[config.mk]
export PLATFORM = sky130hd
export DESIGN_NAME = stack_unit
export DESIGN_NICKNAME = d
export VERILOG_FILES = /design/src/rtl/stack_unit_pkg.sv /design/src/rtl/stack_mem.sv /design/src/rtl/stack_unit.sv
export SDC_FILE = /design/constraint.sdc
export NUM_CORES = 1
export LEC_CHECK = 0
export BUFFER_PORTS_ARGS = -buffer_cell sky130_fd_sc_hd__buf_2
export CORE_MARGIN = 4
export CORE_UTILIZATION = 24
export CTS_BUF_LIST = sky130_fd_sc_hd__clkbuf_8
export CTS_CLUSTER_DIAMETER = 120
export DETAILED_ROUTE_END_ITERATION = 12
export GPL_TIMING_DRIVEN = 1
export SKIP_LAST_GASP = 1
export SLEW_MARGIN = 20
export SYNTH_ARGS = -nofsm -noshare
export SYNTH_HDL_FRONTEND = slang
export SYNTH_HIERARCHICAL = 1
export SYNTH_SLANG_ARGS = --single-unit
[constraint.sdc]
create_clock -name clk -period 5.2 [get_ports clk]
set_input_delay 0.78 -clock clk [delete_from_list [all_inputs] [get_ports clk]]
set_output_delay 0.78 -clock clk [all_outputs]
set_load 0.01 [all_outputs]
[src/rtl/stack_unit_pkg.sv]
// Shared command and error encodings for the evaluation stack and the CPU sequencer.
package stack_unit_pkg;

  // Command field width
  localparam int unsigned SC_N = 3;

  localparam logic [SC_N-1:0] SC_NOP      = 3'd0;
  localparam logic [SC_N-1:0] SC_PUSH     = 3'd1;
  localparam logic [SC_N-1:0] SC_POP      = 3'd2;
  localparam logic [SC_N-1:0] SC_REPL     = 3'd3;
  localparam logic [SC_N-1:0] SC_POP2PUSH = 3'd4;
  localparam logic [SC_N-1:0] SC_CLEAR    = 3'd5;

  localparam logic [1:0] ERR_NONE      = 2'd0;
  localparam logic [1:0] ERR_OVERFLOW  = 2'd1;
  localparam logic [1:0] ERR_UNDERFLOW = 2'd2;
  localparam logic [1:0] ERR_ILLEGAL   = 2'd3;

endpackage

[src/rtl/stack_mem.sv]
// DEPTH x DW register array with one write port and registered top/next read addresses.
// Read addresses are captured from the next-state occupancy, so the outputs reflect the
// stack right after the accepting edge with no exposed read latency.
module stack_mem #(
  parameter int unsigned DW    = 16,
  parameter int unsigned DEPTH = 16,
  localparam int unsigned AW   = $clog2(DEPTH),
  localparam int unsigned CW   = $clog2(DEPTH + 1)
) (
  input  logic          clk,
  input  logic          rst_n,
  input  logic          we,
  input  logic [AW-1:0] waddr,
  input  logic [DW-1:0] wdata,
  input  logic [CW-1:0] count_nxt,
  output logic [DW-1:0] rd_top,
  output logic [DW-1:0] rd_next
);

  logic [DW-1:0] mem_q [DEPTH];

  logic [AW-1:0] top_addr_d, top_addr_q;
  logic [AW-1:0] next_addr_d, next_addr_q;
  logic          top_vld_d, top_vld_q;
  logic          next_vld_d, next_vld_q;

  // Storage write; contents are intentionally not reset
  always_ff @(posedge clk) begin
    if (we) begin
      mem_q[waddr] <= wdata;
    end
  end

  // Next read addresses and validity from the post-command occupancy
  always_comb begin
    top_addr_d  = AW'(count_nxt - CW'(1));
    next_addr_d = AW'(count_nxt - CW'(2));
    top_vld_d   = (count_nxt >= CW'(1));
    next_vld_d  = (count_nxt >= CW'(2));
  end

  // Read address registers; validity clears on reset so both ports read as zero
  always_ff @(posedge clk or negedge rst_n) begin
    if (!rst_n) begin
      top_addr_q  <= '0;
      next_addr_q <= '0;
      top_vld_q   <= 1'b0;
      next_vld_q  <= 1'b0;
    end else begin
      top_addr_q  <= top_addr_d;
      next_addr_q <= next_addr_d;
      top_vld_q   <= top_vld_d;
      next_vld_q  <= next_vld_d;
    end
  end

  // Masked reads: an invalid slot (wrapped address) reads as zero
  always_comb begin
    rd_top  = top_vld_q ? mem_q[top_addr_q] : '0;
    rd_next = next_vld_q ? mem_q[next_addr_q] : '0;
  end

endmodule

[src/rtl/stack_unit.sv]
// Parametrised evaluation stack with valid/ready commands, top/next read ports,
// pop-two-push-one for binary-operator results and sticky error reporting.
module stack_unit
  import stack_unit_pkg::*;
#(
  parameter int unsigned DW          = 16,
  parameter int unsigned DEPTH       = 16,
  parameter bit          HOLD_ON_ERR = 1'b1,
  localparam int unsigned CW         = $clog2(DEPTH + 1)
) (
  input  logic            clk,
  input  logic            rst_n,
  input  logic            cmd_valid,
  output logic            cmd_ready,
  input  logic [SC_N-1:0] cmd,
  input  logic [DW-1:0]   wdata,
  output logic [DW-1:0]   top,
  output logic [DW-1:0]   next,
  output logic [CW-1:0]   count,
  output logic            empty,
  output logic            full,
  output logic            err,
  output logic [1:0]      err_code
);

  localparam int unsigned AW = $clog2(DEPTH);

  logic [CW-1:0] count_d, count_q;
  logic          err_d, err_q;
  logic [1:0]    code_d, code_q;

  logic          accept;
  logic          fail;
  logic [1:0]    fail_code;
  logic          wr_en;
  logic [AW-1:0] wr_addr;

  assign cmd_ready = !(HOLD_ON_ERR && err_q);

  // Command decode: occupancy update, storage write and error capture
  always_comb begin
    // CLEAR bypasses the ready gate so a held unit can always be recovered
    accept    = cmd_valid && (cmd_ready || (cmd == SC_CLEAR));
    count_d   = count_q;
    err_d     = err_q;
    code_d    = code_q;
    fail      = 1'b0;
    fail_code = ERR_NONE;
    wr_en     = 1'b0;
    wr_addr   = '0;
    if (accept) begin
      case (cmd)
        SC_NOP: ;
        SC_PUSH: begin
          if (count_q != CW'(DEPTH)) begin
            wr_en   = 1'b1;
            wr_addr = AW'(count_q);
            count_d = count_q + CW'(1);
          end else begin
            fail      = 1'b1;
            fail_code = ERR_OVERFLOW;
          end
        end
        SC_POP: begin
          if (count_q != '0) begin
            count_d = count_q - CW'(1);
          end else begin
            fail      = 1'b1;
            fail_code = ERR_UNDERFLOW;
          end
        end
        SC_REPL: begin
          if (count_q != '0) begin
            wr_en   = 1'b1;
            wr_addr = AW'(count_q - CW'(1));
          end else begin
            fail      = 1'b1;
            fail_code = ERR_UNDERFLOW;
          end
        end
        SC_POP2PUSH: begin
          // Result lands in the old next slot, which becomes the new top
          if (count_q >= CW'(2)) begin
            wr_en   = 1'b1;
            wr_addr = AW'(count_q - CW'(2));
            count_d = count_q - CW'(1);
          end else begin
            fail      = 1'b1;
            fail_code = ERR_UNDERFLOW;
          end
        end
        SC_CLEAR: begin
          count_d = '0;
          err_d   = 1'b0;
          code_d  = ERR_NONE;
        end
        default: begin
          fail      = 1'b1;
          fail_code = ERR_ILLEGAL;
        end
      endcase
    end
    // First error wins; later ones leave the latched code alone
    if (fail && !err_q) begin
      err_d  = 1'b1;
      code_d = fail_code;
    end
  end

  // Occupancy and error state
  always_ff @(posedge clk or negedge rst_n) begin
    if (!rst_n) begin
      count_q <= '0;
      err_q   <= 1'b0;
      code_q  <= ERR_NONE;
    end else begin
      count_q <= count_d;
      err_q   <= err_d;
      code_q  <= code_d;
    end
  end

  stack_mem #(
    .DW    (DW),
    .DEPTH (DEPTH)
  ) u_mem (
    .clk       (clk),
    .rst_n     (rst_n),
    .we        (wr_en),
    .waddr     (wr_addr),
    .wdata     (wdata),
    .count_nxt (count_d),
    .rd_top    (top),
    .rd_next   (next)
  );

  assign count    = count_q;
  assign empty    = (count_q == '0);
  assign full     = (count_q == CW'(DEPTH));
  assign err      = err_q;
  assign err_code = code_q;

endmodule

==> metrics <==
outcome=complete, no violations; WS Path Type=reg -> out; Setup violations, final=0; max frequency=239 MHz; PostCTS Resize Cnt=0; crit path cell chain=nor2b_2 -> buf_4 -> a22oi_1 -> o211ai_1 -> o21ai_1 -> buf_2; first-pass GRT wire length=58000 um; slowest stage delay, CP=1.01 ns; die area=60900 um^2; DR pass1 iterations=6; Yosys top cell by area=edfxtp_1; I/O pin count=65; DRT iter0 DRCs=779; Vias/cell=4.92; Internal=0.00446 W; Max-slew headroom=31.3%; # rows=87; Clock Power Share=23.7%; Hold Vio Cnt, Final=0; antenna cells=0; commonest non-fill, non-tap cell in the layout=edfxtp_1; Synth warnings=6; Leak=5.67 nW; final period utilization=80.4%; most frequent cells in the layout=edfxtp_1, mux2i_1, a22oi_1, buf_2, nand2_1; Final min period=4.18 ns; Seq pwr share=38.3%; Root Driver=clkbuf_8; die width=247 um; top cell type's share of synthesized area=56.2%; PortBufs=64; nets=1042; Starting Density=24.3%; Max-Cap Viols=0; Mapped Nets=964; Post-synth EDFFs=256; maximum VDD drop=0.219 mV; top cells by area, synth=edfxtp_1, mux2i_1, mux4_2; CP Buf/Inv Count=2; clock transition at the registers of the reported paths=0.06 ns; CTS tree=yes; WHS=0.129 ns; unrepaired setup endpoints after global routing=no; Mapped Area=13700 um^2; total power per unit cell area=461 nW/um^2; GP Congestion=0.828; CTS max path bufs=3; Routed WL=39300 um; vias in the first global route=8952; synthesized flop and latch total=274; Worst Path Required=4.42 ns; clock tree sinks=274; Post-DP HPWL=26100 um; logic gate share of total power=38.0%; CTS Buf Count=47; Net Sw Power=0.00272 W; vias=8819; Avg Inst Size Synth=14.8 um^2; Tot GR Track Use=12.6%; insertion delay to the later sink of the worst-skew pair=0.59 ns; count of unique library cells instantiated by Yosys=60; total global routing overflow=0; # fillers=5803; CP max stage cell=dfrtp_1; DRC Markers=0; Switching Fraction=37.9%; Slew @ Worst Pin=1.02 ns; critical path arrival=3.40 ns; critical path endpoint category=output port; TNS Setup=0 ns; Final Max Slew Viols=0; Top FF cell, synth=edfxtp_1; hold buffers post-CTS=0; Worst Setup Start Kind=flop; fraction of registers with async set/reset=6.57%; clk_skew=0.0233 ns; Die H=247 um; # H-tree levels=2; Seq/Total Area, Yosys=59.5%; share of layout cells above drive strength 1=20.5%; area grow syn2layout=13.9%; Post-Syn Instances=927; Hold Path Class=in -> async; largest net degree at the start of global routing=40; crit path max fanout=22; Std-Cell Core Area=56400 um^2; Reg area=8150 um^2; area occupied by multi-input gates=5050 um^2; DRT antenna net count=0; Crit path max-delay family=flip-flops; postcts setup bufs=0; DR WL/cell=21.9 um; antenna violations before repair=1
-- final timing paths --
path,startpoint,to,slack (ns),cells after the start
min,rst_n,err_code[1]$_DFFE_PN0P_,0.13,1
max,u_mem/top_addr_q[2]$_DFF_PN0_,top[0],1.02,6
max in group asynchronous,rst_n,u_mem/next_addr_q[0]$_DFF_PN0_,4.72,1
min in group clk,err_code[1]$_DFFE_PN0P_,err_code[1]$_DFFE_PN0P_,0.55,1
min reg2reg,err_code[1]$_DFFE_PN0P_,err_code[1]$_DFFE_PN0P_,0.55,1
max reg2reg,count[2]$_DFF_PN0_,u_mem/mem_q[11][7]$_DFFE_PP_,1.21,8
-- cells in the mapped netlist (3+ instances only) --
| library cell | instances |
|---|---|
| a221oi_1 | 17 |
| nand3b_1 | 3 |
| a21oi_1 | 14 |
| o21ai_0 | 27 |
| o211ai_1 | 17 |
| nand2_1 | 53 |
| mux2i_1 | 178 |
| xor2_1 | 3 |
| nor2_1 | 28 |
| nand3_1 | 13 |
| nor2b_1 | 10 |
| mux4_1 | 5 |
| mux4_2 | 35 |
| clkbuf_1 | 15 |
| inv_1 | 16 |
| buf_2 | 22 |
| and3_1 | 4 |
| nor3_1 | 6 |
| o2111ai_1 | 3 |
| edfxtp_1 | 256 |
| dfrtp_1 | 18 |
| buf_6 | 13 |
| nand2b_1 | 7 |
| a311oi_1 | 3 |
| buf_4 | 7 |
| a22oi_1 | 70 |
| or3b_2 | 3 |
| nor3b_1 | 5 |
| o22ai_1 | 5 |
| buf_8 | 6 |
| ha_1 | 15 |
| o21ai_1 | 12 |
-- metal layers --
| metal | wire length (um) | up-vias | track usage (%) | part of all wire, % |
|---|---|---|---|---|
| li1 | - | 3882 | - | - |
| met5 | 0 | - | 0 | 0 |
| met4 | 935 | 0 | 3.87 | 2.4 |
| met2 | 18600 | 344 | 20.3 | 47 |
| met3 | 2710 | 60 | 2.67 | 6.9 |
| met1 | 17100 | 4533 | 17.1 | 43 |
-- cells by family after synthesis --
logic type               synth area share, %
AO/OA/AOI/OAI                           9.65
multiplexers                            19.9
XOR/XNOR                               0.256
buffers and inverters                   3.97
flip-flops                              59.5
adder cells (fa/ha/maj)                 1.37
AND/OR/NAND/NOR                         5.37
-- worst register-to-register path: cells and delay by family, from the launching register on --
kind                       cells  cell delay [ns]
and+or+nand+nor                3             1.32
AOI/OAI and AO/OA              3             1.21
DFF                            1             0.62
adders and majority gates      1             0.26
buffers and inverters          1             0.17
-- registers in the layout, summed over array words and instances, names as in the netlist --
| register | cells |
|---|---|
| u_mem/top_addr_q | 4 |
| err_code | 2 |
| u_mem/next_addr_q | 4 |
| u_mem/next_vld_q | 1 |
| u_mem/top_vld_q | 1 |
| count | 5 |
| u_mem/mem_q | 256 |
| err | 1 |
-- metrics by stage --
step	setup WS (ns)	util, %	cell area [um^2]	instances	power (W)
2_1_floorplan	1.23	-	13700	927	0.00473
6_report	1.02	27.6	15600	1794	0.00717
3_5_place_dp	1.14	26.2	14800	1712	0.00552
3_3_place_gp	1.25	26.2	14800	1712	0.00551
4_1_cts	0.994	27.6	15600	1794	0.00723
5_1_grt	0.880	27.6	15600	1794	0.00753
-- cell type report --
cell class,count,share of cell area (%)
inverters,16,0.386
flip-flops and latches,274,52.3
clock buffers,47,4.15
multi-input cells,571,32.5
clock inverters,35,0.980
repair buffers,95,3.63
well taps,756,6.08
-- power groups by stage --
| stage | registers [W] | logic (W) | clock network [W] |
|---|---|---|---|
| 2_1_floorplan | 0.00257 | 0.00217 | 0 |
| 3_3_place_gp | 0.00279 | 0.00272 | 0 |
| 3_5_place_dp | 0.00279 | 0.00272 | 0 |
| 4_1_cts | 0.00275 | 0.00273 | 0.00175 |
| 5_1_grt | 0.00277 | 0.00291 | 0.00186 |
| 6_report | 0.00275 | 0.00273 | 0.00170 |
Note: power is estimated with default switching activity, not from simulation.
